`src/rtl/pi_pkg.sv`:
```
// Shared definitions for the PI control loop datapath:
// mode encodings, default widths and the saturating clamp helper.
package pi_pkg;

    localparam int W_DEF     = 8;
    localparam int KW_DEF    = 8;
    localparam int FRAC_DEF  = 6;
    localparam int ACC_W_DEF = 16;
    localparam int CH_DEF    = 4;
    localparam int CLAMP_W   = 64;

    typedef enum logic [1:0] {
        MODE_RUN   = 2'b00,
        MODE_HOLD  = 2'b01,
        MODE_CLEAR = 2'b10,
        MODE_RSVD  = 2'b11
    } mode_e;

    typedef struct packed {
        logic signed [CLAMP_W-1:0] val;
        logic                      sat;
    } clamp_t;

    // Upper limit applied first, so lo > hi resolves to lo.
    function automatic clamp_t clamp(
        input logic signed [CLAMP_W-1:0] v,
        input logic signed [CLAMP_W-1:0] hi,
        input logic signed [CLAMP_W-1:0] lo
    );
        clamp_t r;
        r.val = v;
        r.sat = 1'b0;
        if (v > hi) begin
            r.val = hi;
            r.sat = 1'b1;
        end
        if ($signed(r.val) < lo) begin
            r.val = lo;
            r.sat = 1'b1;
        end
        return r;
    endfunction

endpackage

```
`src/rtl/pi_integrator_mc_if.sv`:
```
// Sample/result bundle between the error front end, the
// integral engine and the PI output summer.
interface pi_integrator_mc_if
    import pi_pkg::*;
#(
    parameter int W     = W_DEF,
    parameter int KW    = KW_DEF,
    parameter int ACC_W = ACC_W_DEF,
    parameter int CH_W  = 2
);
    logic                    in_valid;
    logic [CH_W-1:0]         in_ch;
    logic signed [W-1:0]     yk;
    logic signed [W-1:0]     rk;
    logic [KW-1:0]           ki;
    logic [1:0]              mode;
    logic signed [ACC_W-1:0] lim_hi;
    logic signed [ACC_W-1:0] lim_lo;
    logic                    out_valid;
    logic [CH_W-1:0]         out_ch;
    logic signed [ACC_W-1:0] ik;
    logic                    sat_flag;

    modport master (
        output in_valid, in_ch, yk, rk, ki, mode, lim_hi, lim_lo,
        input  out_valid, out_ch, ik, sat_flag
    );

    modport slave (
        input  in_valid, in_ch, yk, rk, ki, mode, lim_hi, lim_lo,
        output out_valid, out_ch, ik, sat_flag
    );
endinterface

```
`src/rtl/pi_acc_bank.sv`:
```
// Per-channel integral accumulators: async read port,
// single synchronous write port, cleared by reset.
module pi_acc_bank #(
    parameter int CH    = 4,
    parameter int ACC_W = 16,
    parameter int CH_W  = $clog2(CH)
) (
    input  logic                    clk,
    input  logic                    rst_n,
    input  logic [CH_W-1:0]         rd_idx,
    output logic signed [ACC_W-1:0] rd_data,
    input  logic                    we,
    input  logic [CH_W-1:0]         wr_idx,
    input  logic signed [ACC_W-1:0] wr_data
);
    logic signed [ACC_W-1:0] acc_q [CH];
    logic signed [ACC_W-1:0] acc_d [CH];

    assign rd_data = acc_q[rd_idx];

    always_comb begin
        acc_d = acc_q;
        if (we) acc_d[wr_idx] = wr_data;
    end

    always_ff @(posedge clk or negedge rst_n) begin
        if (!rst_n) begin
            for (int i = 0; i < CH; i++) acc_q[i] <= '0;
        end else begin
            acc_q <= acc_d;
        end
    end
endmodule

```
`src/rtl/pi_integrator_mc.sv`:
```
// Multi-channel integral-term engine: error, gain scaling and
// clamped per-channel accumulation in a 3-stage pipeline.
module pi_integrator_mc
    import pi_pkg::*;
#(
    parameter int W     = W_DEF,
    parameter int KW    = KW_DEF,
    parameter int FRAC  = FRAC_DEF,
    parameter int ACC_W = ACC_W_DEF,
    parameter int CH    = CH_DEF,
    parameter int CH_W  = $clog2(CH)
) (
    input logic clk,
    input logic rst_n,
    pi_integrator_mc_if.slave bus
);
    localparam int PW = W + KW + 2;

    logic                    ch_ok;
    logic                    v1_q, v1_d, v2_q, v2_d;
    logic [CH_W-1:0]         ch1_q, ch1_d, ch2_q, ch2_d;
    logic signed [W:0]       e1_q, e1_d;
    logic [KW-1:0]           ki1_q, ki1_d;
    mode_e                   md1_q, md1_d, md2_q, md2_d;
    logic signed [ACC_W-1:0] p2_q, p2_d;
    logic                    ov_q, ov_d;
    logic [CH_W-1:0]         och_q, och_d;
    logic signed [ACC_W-1:0] ik_q, ik_d;
    logic                    sat_q, sat_d;

    logic signed [PW-1:0]      ea, kb, prod;
    logic signed [CLAMP_W-1:0] pw, sum;
    logic signed [ACC_W-1:0]   acc_rd, res;
    logic                      rsat, we;
    clamp_t                    cl;

    // Out-of-range channel indices only exist when CH is not a power of two.
    if (CH == (1 << CH_W)) begin : g_full
        assign ch_ok = 1'b1;
    end else begin : g_part
        assign ch_ok = (bus.in_ch < CH_W'(CH));
    end

    pi_acc_bank #(.CH(CH), .ACC_W(ACC_W), .CH_W(CH_W)) u_bank (
        .clk     (clk),
        .rst_n   (rst_n),
        .rd_idx  (ch2_q),
        .rd_data (acc_rd),
        .we      (we),
        .wr_idx  (ch2_q),
        .wr_data (res)
    );

    always_comb begin
        v1_d  = bus.in_valid & ch_ok;
        ch1_d = bus.in_ch;
        e1_d  = {bus.rk[W-1], bus.rk} - {bus.yk[W-1], bus.yk};
        ki1_d = bus.ki;
        md1_d = mode_e'(bus.mode);

        ea    = PW'(e1_q);
        kb    = PW'({1'b0, ki1_q});
        prod  = ea * kb;
        pw    = CLAMP_W'(prod >>> FRAC);
        p2_d  = pw[ACC_W-1:0];
        v2_d  = v1_q;
        ch2_d = ch1_q;
        md2_d = md1_q;

        sum  = CLAMP_W'(acc_rd) + CLAMP_W'(p2_q);
        cl   = clamp(sum, CLAMP_W'(bus.lim_hi), CLAMP_W'(bus.lim_lo));
        res  = acc_rd;
        rsat = 1'b0;
        we   = 1'b0;
        case (md2_q)
            MODE_RUN: begin
                res  = cl.val[ACC_W-1:0];
                rsat = cl.sat;
                we   = v2_q;
            end
            MODE_CLEAR: begin
                res = '0;
                we  = v2_q;
            end
            default: ;
        endcase

        ov_d  = v2_q;
        och_d = v2_q ? ch2_q : och_q;
        ik_d  = v2_q ? res : ik_q;
        sat_d = v2_q ? rsat : sat_q;
    end

    always_ff @(posedge clk or negedge rst_n) begin
        if (!rst_n) begin
            v1_q  <= 1'b0;
            ch1_q <= '0;
            e1_q  <= '0;
            ki1_q <= '0;
            md1_q <= MODE_RUN;
            v2_q  <= 1'b0;
            ch2_q <= '0;
            p2_q  <= '0;
            md2_q <= MODE_RUN;
            ov_q  <= 1'b0;
            och_q <= '0;
            ik_q  <= '0;
            sat_q <= 1'b0;
        end else begin
            v1_q  <= v1_d;
            ch1_q <= ch1_d;
            e1_q  <= e1_d;
            ki1_q <= ki1_d;
            md1_q <= md1_d;
            v2_q  <= v2_d;
            ch2_q <= ch2_d;
            p2_q  <= p2_d;
            md2_q <= md2_d;
            ov_q  <= ov_d;
            och_q <= och_d;
            ik_q  <= ik_d;
            sat_q <= sat_d;
        end
    end

    assign bus.out_valid = ov_q;
    assign bus.out_ch    = och_q;
    assign bus.ik        = ik_q;
    assign bus.sat_flag  = sat_q;
endmodule

```
`src/flat_wrapper.sv`:
```
// flat-port wrapper written by rule: the top's interface ports become plain ports
module pi_integrator_mc_flat import pi_pkg::*;
#(
    parameter int W     = W_DEF,
    parameter int KW    = KW_DEF,
    parameter int FRAC  = FRAC_DEF,
    parameter int ACC_W = ACC_W_DEF,
    parameter int CH    = CH_DEF,
    parameter int CH_W  = $clog2(CH)
)
  (clk, rst_n, bus_in_valid, bus_in_ch, bus_yk, bus_rk, bus_ki, bus_mode, bus_lim_hi, bus_lim_lo, bus_out_valid, bus_out_ch, bus_ik, bus_sat_flag);
  pi_integrator_mc_if #(.W(W), .KW(KW), .ACC_W(ACC_W), .CH_W(CH_W)) bus_i ();
  input logic clk;
  input logic rst_n;
  input wire logic [$bits(bus_i.in_valid)-1:0] bus_in_valid;
  input wire logic [$bits(bus_i.in_ch)-1:0] bus_in_ch;
  input wire logic [$bits(bus_i.yk)-1:0] bus_yk;
  input wire logic [$bits(bus_i.rk)-1:0] bus_rk;
  input wire logic [$bits(bus_i.ki)-1:0] bus_ki;
  input wire logic [$bits(bus_i.mode)-1:0] bus_mode;
  input wire logic [$bits(bus_i.lim_hi)-1:0] bus_lim_hi;
  input wire logic [$bits(bus_i.lim_lo)-1:0] bus_lim_lo;
  output wire logic [$bits(bus_i.out_valid)-1:0] bus_out_valid;
  output wire logic [$bits(bus_i.out_ch)-1:0] bus_out_ch;
  output wire logic [$bits(bus_i.ik)-1:0] bus_ik;
  output wire logic [$bits(bus_i.sat_flag)-1:0] bus_sat_flag;
  assign bus_i.in_valid = bus_in_valid;
  assign bus_i.in_ch = bus_in_ch;
  assign bus_i.yk = bus_yk;
  assign bus_i.rk = bus_rk;
  assign bus_i.ki = bus_ki;
  assign bus_i.mode = bus_mode;
  assign bus_i.lim_hi = bus_lim_hi;
  assign bus_i.lim_lo = bus_lim_lo;
  assign bus_out_valid = bus_i.out_valid;
  assign bus_out_ch = bus_i.out_ch;
  assign bus_ik = bus_i.ik;
  assign bus_sat_flag = bus_i.sat_flag;
  pi_integrator_mc #(.W(W), .KW(KW), .FRAC(FRAC), .ACC_W(ACC_W), .CH(CH), .CH_W(CH_W)) u_core (.clk(clk), .rst_n(rst_n), .bus(bus_i));
endmodule
```
`config.mk`:
```
export PLATFORM = sky130hd
export DESIGN_NAME = pi_integrator_mc_flat
export DESIGN_NICKNAME = d
export VERILOG_FILES = /design/src/rtl/pi_pkg.sv /design/src/rtl/pi_integrator_mc_if.sv /design/src/rtl/pi_acc_bank.sv /design/src/rtl/pi_integrator_mc.sv /design/src/flat_wrapper.sv
export SDC_FILE = /design/constraint.sdc
export NUM_CORES = 1
export LEC_CHECK = 0
export ABC_AREA = 0
export CAP_MARGIN = 20
export CORE_AREA = 2 2 170 172
export CTS_BUF_LIST = sky130_fd_sc_hd__clkbuf_8
export CTS_CLUSTER_DIAMETER = 150
export DETAILED_ROUTE_END_ITERATION = 8
export DIE_AREA = 0 0 172 174
export GPL_ROUTABILITY_DRIVEN = 0
export PLACE_DENSITY = 0.63
export SLEW_MARGIN = 20
export SYNTH_ARGS = -nofsm -noshare
export SYNTH_HDL_FRONTEND = slang
export SYNTH_SLANG_ARGS = --single-unit
export TNS_END_PERCENT = 20
```
`constraint.sdc`:
```
create_clock -name clk -period 6.9 [get_ports clk]
set_input_delay 1.725 -clock clk [delete_from_list [all_inputs] [get_ports clk]]
set_output_delay 1.725 -clock clk [all_outputs]
set_load 0.005 [all_outputs]
```
==> results.json, run 1 <==
{
  "outcome": "completed",
  "synth.area.mux_share": 0.0620,
  "number_of_synthesized_flops_with_an_enable_pin": 0,
  "share_of_the_synthesized_area_in_compound_gates_ao_oa_aoi_oai": 0.153,
  "clock.fmax_ghz": 0.149,
  "clk_path_buf_depth": 2,
  "async_reset_ff_frac": 1.00,
  "synth-adder-area-share": 0.239,
  "worst_hold_slack_ns": 0.356,
  "synth.lib_cells_used.distinct": 65,
  "final_min_period_over_clock_period": 0.975,
  "hold_path_class": "reg -> reg",
  "drc": 0,
  "register_area_share_after_synthesis": 0.316,
  "via_count": 7616,
  "grt_util_all_layers": 0.168,
  "critPathKind": "reg -> reg",
  "synth_xor_xnor_area_share": 0.0234,
  "worst_pin_slew_ns": 0.907,
  "synth.most_common_cell": "sky130_fd_sc_hd__inv_1",
  "antenna_found_initial": 0,
  "fp.dieW_um": 172,
  "avgSynthCellArea_um2": 9.65,
  "synth-warning-count": 0,
  "clock_insertion_delay_worst_skew_ns": 0.46,
  "timing.final.crit_period_ns": 6.73,
  "synthDominantCellAreaShare": 0.316,
  "net_count_after_synthesis": 1224,
  "route.antenna.remaining_nets": 0,
  "max_cap_violations": 0,
  "arrival_ns": 7.05,
  "grt_pass1_vias": 7548,
  "rows": 62,
  "die_h_um": 174,
  "critPathLaunchType": "flip-flop",
  "area_delta_synth_final_pct": 21.1,
  "syn-instance-count": 1011,
  "clk_root_buffer_cell": "sky130_fd_sc_hd__clkbuf_8",
  "die_area_um2": 29900,
  "vias_per_cell": 5.08,
  "worst_setup_path_end_kind": "flip-flop",
  "ant_diodes": 0,
  "wl_per_cell_um": 16.4,
  "yosys.area.top_type": "sky130_fd_sc_hd__dfrtp_1",
  "final_max_slew_viol_count": 0,
  "floorplan.core_area_um2": 28200,
  "grt-ovfl-total": 0,
  "grt_start_max_net_pins": 64,
  "post_synth_instance_area_um2": 9750,
  "synth_simple_gate_area_frac": 0.137,
  "tritoncts_clock_tree": "yes",
  "cts.hold.buffers_added": 0,
  "hpwlAfterDp_um": 18000,
  "cts_buffers": 17,
  "worst_setup_hold_path_clk_slew_ns": 0.09,
  "report.final.hold_viol_count": 0,
  "clock_skew_ns": 0.0158,
  "ys_top_cells_by_area": "sky130_fd_sc_hd__dfrtp_1 (32%), sky130_fd_sc_hd__fa_1 (13%), sky130_fd_sc_hd__ha_1 (11%)",
  "yosys_register_bits": 123,
  "synth_top_family_by_area": "adder cells",
  "initial_core_util": 0.345,
  "io_buffers": 82,
  "critical_path_required_ns": 7.22,
  "wire_length_of_the_first_global_routing_pass_um": 39500,
  "htree_num_levels": 4,
  "layout-drive-gt1-share": 0.135,
  "worst_slew_margin_rel": 0.395,
  "synth_top_cells_by_count": "sky130_fd_sc_hd__inv_1 (136), sky130_fd_sc_hd__dfrtp_1 (123), sky130_fd_sc_hd__nand2_1 (103), sky130_fd_sc_hd__ha_1 (89), sky130_fd_sc_hd__fa_1 (61)",
  "number_of_nets_in_the_final_layout": 1314,
  "timing.critical_path.fanout_max": 12,
  "cts.sinks": 123,
  "firstDrtPassIters": 5,
  "ys.flop_type": "sky130_fd_sc_hd__dfrtp_1",
  "report.final.setup_viol": 0,
  "drt_iter0_drc": 531,
  "design.portCount": 83,
  "route.final.wire_length_um": 24500
}
metal layers:
layer | routed length, um | track usage | part of all wire | up-vias
li1 | - | - | - | 3640
met1 | 11100 | 0.224 | 0.45 | 3712
met2 | 11700 | 0.283 | 0.48 | 232
met3 | 1190 | 0.0241 | 0.048 | 32
met4 | 540 | 0.0483 | 0.022 | 0
met5 | 0 | 0 | 0 | -
per-stage QoR:
step | TNS, ns | util | instance area (um2) | worst slack, ns | std cells
floorplan | 0 | - | 9750 | 0.376 | 1011
global placement | 0 | 0.391 | 11000 | 0.130 | 1452
detailed placement | 0 | 0.391 | 11000 | 0.0845 | 1452
CTS | 0 | 0.405 | 11400 | 0.0454 | 1484
global route | -0.755 | 0.418 | 11800 | -0.0566 | 1498
finish | 0 | 0.418 | 11800 | 0.172 | 1498
path summary, 6_finish.rpt:
| check | start | to | slack [ns] | depth (start not counted) |
|---|---|---|---|---|
| max | u_core.ch2_q[0]$_DFF_PN0_ | u_core.u_bank.acc_q[47]$_DFFE_PN0P_ | 0.17 | 26 |
| min | u_core.md1_q[1]$_DFF_PN0_ | u_core.md2_q[1]$_DFF_PN0_ | 0.36 | 0 |
| max reg2reg | u_core.ch2_q[0]$_DFF_PN0_ | u_core.u_bank.acc_q[47]$_DFFE_PN0P_ | 0.17 | 26 |
| min reg2reg | u_core.md1_q[1]$_DFF_PN0_ | u_core.md2_q[1]$_DFF_PN0_ | 0.36 | 0 |
| max in group asynchronous | rst_n | u_core.ch2_q[1]$_DFF_PN0_ | 4.28 | 2 |
| min in group asynchronous | rst_n | u_core.u_bank.acc_q[44]$_DFFE_PN0P_ | 1.32 | 1 |
cells by family after synthesis:
family,after synthesis
adders and majority gates,150
DFF,123
xor gates and xnor gates,26
AOI/OAI and AO/OA,220
muxes,38
buffers and inverters,177
and+or+nand+nor,277
final cells by class:
type,count,area [um2]
clock buffers,17,234
repair buffers,112,1140
clock inverters,15,151
well taps,384,480
inverters,136,510
multi-input cells,711,6210
flip-flops and latches,123,3080
fillers,2750,16400
sequential cells by signal (all words and copies together) (netlist names):
signal	cells
u_core.ov_d	1
u_core.e1_q	9
u_core.ch2_q	2
u_core.p2_q	12
u_core.v1_q	1
u_core.ch1_q	2
u_core.bus.sat_flag	1
u_core.u_bank.acc_q	64
u_core.ki1_q	8
u_core.md1_q	2
u_core.bus.ik	16
u_core.bus.out_valid	1
u_core.bus.out_ch	2
u_core.md2_q	2
repair_timing:
| item | CTS | global route |
|---|---|---|
| endpoints found under the setup margin | 0 | 81 |
| gates resized for setup | 0 | 45 |
| buffers inserted | 0 | 10 |
critical path: stages (launching register included):
cell and delay [ns]:
sky130_fd_sc_hd__dfrtp_1 0.42, sky130_fd_sc_hd__buf_12 0.13, sky130_fd_sc_hd__buf_4 0.10, sky130_fd_sc_hd__mux4_2 0.55, sky130_fd_sc_hd__ha_1 0.22, sky130_fd_sc_hd__or3_1 0.44, sky130_fd_sc_hd__a211o_1 0.30, sky130_fd_sc_hd__and3b_1 0.23
sky130_fd_sc_hd__o41ai_2 0.24, sky130_fd_sc_hd__xnor2_1 0.16, sky130_fd_sc_hd__ha_1 0.30, sky130_fd_sc_hd__and4_4 0.24, sky130_fd_sc_hd__and4_4 0.24, sky130_fd_sc_hd__nand2_2 0.08, sky130_fd_sc_hd__o22ai_4 0.27, sky130_fd_sc_hd__clkbuf_16 0.22
sky130_fd_sc_hd__mux2_4 0.32, sky130_fd_sc_hd__ha_1 0.29, sky130_fd_sc_hd__nand4_1 0.11, sky130_fd_sc_hd__or3_1 0.38, sky130_fd_sc_hd__a22o_1 0.21, sky130_fd_sc_hd__o21bai_2 0.22, sky130_fd_sc_hd__or2_4 0.28, sky130_fd_sc_hd__buf_4 0.14
sky130_fd_sc_hd__clkbuf_16 0.17, sky130_fd_sc_hd__o211ai_4 0.25, sky130_fd_sc_hd__o21ai_1 0.09
cell usage in the layout (no fill, tap or decap), drive strengths merged, types with 3 or more instances in the layout:
cell type	n
inv	145
dfrtp	123
nand2	103
ha	89
clkdlybuf4s50	81
fa	61
o21ai	56
nor2	49
and2	48
o31ai	45
a21oi	43
nand3	31
buf	28
xnor2	22
clkbuf	20
mux2	19
mux4	16
a21o	13
o21a	12
a31oi	12
nor3	8
o211ai	8
nand2b	6
nor2b	5
or3	5
and4	5
xor2	4
or2	4
clkinv	4
a211oi	4
o211a	3
nand3b	3
nand4	3
o2111ai	3
mux2i	3
Power of run 1 is left out: the tool's default activity adds up to more than one toggle a clock period on the data nets, which glitch-free logic cannot reach.
==> run 2: changes to the inputs <==
==> constraint.sdc (replaced) <==
create_clock -name clk -period 6.9 [get_ports clk]
set_input_delay 1.38 -clock clk [delete_from_list [all_inputs] [get_ports clk]]
set_output_delay 1.38 -clock clk [all_outputs]
set_load 0.005 [all_outputs]
==> run 2 against run 1 <==
Net effect: worst hold slack worse by 0.0065 ns; die area stayed put; sequential share of layout area is 0.38 points higher; final cell count is 0.53% lower; fmax is 2.8% higher; clock skew is 0.0031 ns higher; global-route usage is 0.11 points lower; critical path depth is 1 lower; setup slack better by 0.18 ns; count of clock-buffer cells in the layout stayed put; non-clock buffer count is 8 lower; core utilization is 0.58 points lower.
==> results.json, run 2 (synthesis results as in run 1) <==
{
  "die_h_um": 174,
  "fin_tns_setup_ns": 0,
  "clock_insertion_delay_worst_skew_ns": 0.46,
  "critical_path_required_ns": 7.21,
  "grt-ovfl-total": 0,
  "clk_path_buf_depth": 2,
  "route.antenna.remaining_nets": 0,
  "final_min_period_over_clock_period": 0.949,
  "fp.dieW_um": 172,
  "report.final.setup_viol": 0,
  "drc": 0,
  "critPathKind": "reg -> reg",
  "firstDrtPassIters": 5,
  "largest-register": "u_core.u_bank.acc_q",
  "critPathLaunchType": "flip-flop",
  "number_of_nets_in_the_final_layout": 1306,
  "path_buf_inv": 4,
  "rows": 62,
  "worst_setup_hold_path_clk_slew_ns": 0.10,
  "htree_num_levels": 4,
  "critical_path.most_common_cell": "sky130_fd_sc_hd__ha_1",
  "worst_setup_path_end_kind": "flip-flop",
  "area_delta_synth_final_pct": 19.4,
  "rsz_0062_raised_after_global_routing": "no",
  "drt_iter0_drc": 514,
  "timing.final.crit_period_ns": 6.55,
  "cts.sinks": 123,
  "design.portCount": 83,
  "report.final.hold_viol_count": 0,
  "largest_register_ffs": 64,
  "layout-drive-gt1-share": 0.118,
  "cts_buffers": 17,
  "ant_diodes": 0,
  "final_max_slew_viol_count": 0,
  "wire_length_of_the_first_global_routing_pass_um": 39100,
  "vias_per_cell": 5.04,
  "worst_hold_slack_ns": 0.349,
  "layout_commonest_cell": "sky130_fd_sc_hd__inv_1",
  "route.final.wire_length_um": 24100,
  "hold_path_class": "reg -> reg",
  "initial_core_util": 0.345,
  "wl_per_cell_um": 16.2,
  "critical-path-max-stage-delay_ns": 0.54,
  "grt_pass1_vias": 7397,
  "arrival_ns": 6.86,
  "grt_start_max_net_pins": 70,
  "worst_pin_slew_ns": 0.912,
  "max_cap_violations": 0,
  "floorplan.core_area_um2": 28200,
  "io_buffers": 82,
  "clock_skew_ns": 0.0190,
  "die_area_um2": 29900,
  "grt_util_all_layers": 0.167,
  "clk_root_buffer_cell": "sky130_fd_sc_hd__clkbuf_8",
  "slowest_cell_on_crit_path": "sky130_fd_sc_hd__mux4_2",
  "layout_common_cells": "sky130_fd_sc_hd__inv_1 (136), sky130_fd_sc_hd__dfrtp_1 (121), sky130_fd_sc_hd__nand2_1 (102)",
  "antenna_found_initial": 0,
  "timing.critical_path.fanout_max": 14,
  "via_count": 7516,
  "clock.fmax_ghz": 0.153,
  "worst_slew_margin_rel": 0.392,
  "crit_family": "simple AND/OR/NAND/NOR gates",
  "hpwlAfterDp_um": 18200,
  "tritoncts_clock_tree": "yes",
  "outcome": "completed"
}
## run 2: timing repair
| action | CTS | global route |
|---|---|---|
| endpoints found under the setup margin | 0 | 81 |
| buffers inserted | 0 | 6 |
| hold buffers | 0 | 0 |
| endpoints found under the hold margin | 0 | 0 |
| resized for setup | 0 | 41 |
## run 2: worst register-to-register path: stages (launching register included)
cell,delay (ns)
sky130_fd_sc_hd__dfrtp_2,0.40
sky130_fd_sc_hd__buf_12,0.14
sky130_fd_sc_hd__buf_12,0.11
sky130_fd_sc_hd__mux4_2,0.54
sky130_fd_sc_hd__ha_1,0.25
sky130_fd_sc_hd__or3_1,0.38
sky130_fd_sc_hd__a211o_1,0.29
sky130_fd_sc_hd__and3b_1,0.22
sky130_fd_sc_hd__o41ai_2,0.24
sky130_fd_sc_hd__xnor2_1,0.16
sky130_fd_sc_hd__ha_1,0.30
sky130_fd_sc_hd__and4_1,0.24
sky130_fd_sc_hd__and4_1,0.23
sky130_fd_sc_hd__nand2_1,0.09
sky130_fd_sc_hd__o22ai_2,0.21
sky130_fd_sc_hd__buf_6,0.17
sky130_fd_sc_hd__mux2_2,0.38
sky130_fd_sc_hd__ha_1,0.31
sky130_fd_sc_hd__nand4_1,0.12
sky130_fd_sc_hd__or3_1,0.38
sky130_fd_sc_hd__a22o_1,0.23
sky130_fd_sc_hd__o21bai_2,0.21
sky130_fd_sc_hd__nor2_1,0.12
sky130_fd_sc_hd__buf_6,0.23
sky130_fd_sc_hd__mux2i_4,0.35
sky130_fd_sc_hd__o31ai_1,0.12
## run 2: layer usage
layer	vias to the layer above	track usage	share of wire
met2	212	0.266	0.47
li1	3617	-	-
met3	39	0.0305	0.050
met4	0	0.0662	0.026
met1	3648	0.223	0.45
met5	-	0	0
## run 2: metrics by stage
stage          worst slack [ns]  instances  cell area, um2  utilization
3_3_place_gp              0.192       1450           11000        0.390
5_1_grt                  0.0111       1490           11600        0.412
4_1_cts                  0.0140       1482           11400        0.404
3_5_place_dp             0.0514       1450           11000        0.390
2_1_floorplan             0.376       1011            9750            -
6_report                  0.354       1490           11600        0.412
## run 2: worst paths after layout
check | start | endpoint | slack, ns | cells past startpoint
max | u_core.ch2_q[0]$_DFF_PN0_ | u_core.u_bank.acc_q[30]$_DFFE_PN0P_ | 0.35 | 25
min | u_core.md1_q[1]$_DFF_PN0_ | u_core.md2_q[1]$_DFF_PN0_ | 0.35 | 0
max reg2reg | u_core.ch2_q[0]$_DFF_PN0_ | u_core.u_bank.acc_q[30]$_DFFE_PN0P_ | 0.35 | 25
min reg2reg | u_core.md1_q[1]$_DFF_PN0_ | u_core.md2_q[1]$_DFF_PN0_ | 0.35 | 0
max in group asynchronous | rst_n | u_core.p2_q[7]$_DFF_PN0_ | 4.62 | 2
min in group asynchronous | rst_n | u_core.u_bank.acc_q[44]$_DFFE_PN0P_ | 1.03 | 1
## run 2: layout make-up
| class | count | area, um2 |
|---|---|---|
| clock buffers | 17 | 234 |
| clock inverters | 15 | 148 |
| fillers | 2776 | 16600 |
| inverters | 136 | 510 |
| multi-input cells | 711 | 6140 |
| flip-flops and latches | 123 | 3080 |
| well taps | 384 | 480 |
| repair buffers | 104 | 1050 |
Power of run 2 is left out for the same reason.
==> run 3: changes to the inputs <==
--- a/config.mk
+++ b/config.mk
@@ -6,7 +6,7 @@
 export NUM_CORES = 1
 export LEC_CHECK = 0
 export ABC_AREA = 0
-export CAP_MARGIN = 20
+export CAP_MARGIN = 0
 export CORE_AREA = 2 2 170 172
 export CTS_BUF_LIST = sky130_fd_sc_hd__clkbuf_8
 export CTS_CLUSTER_DIAMETER = 150
==> results of run 3 <==
Final layout, timing and power as in run 2 (identical DEF).
Power of run 3 is left out for the same reason.
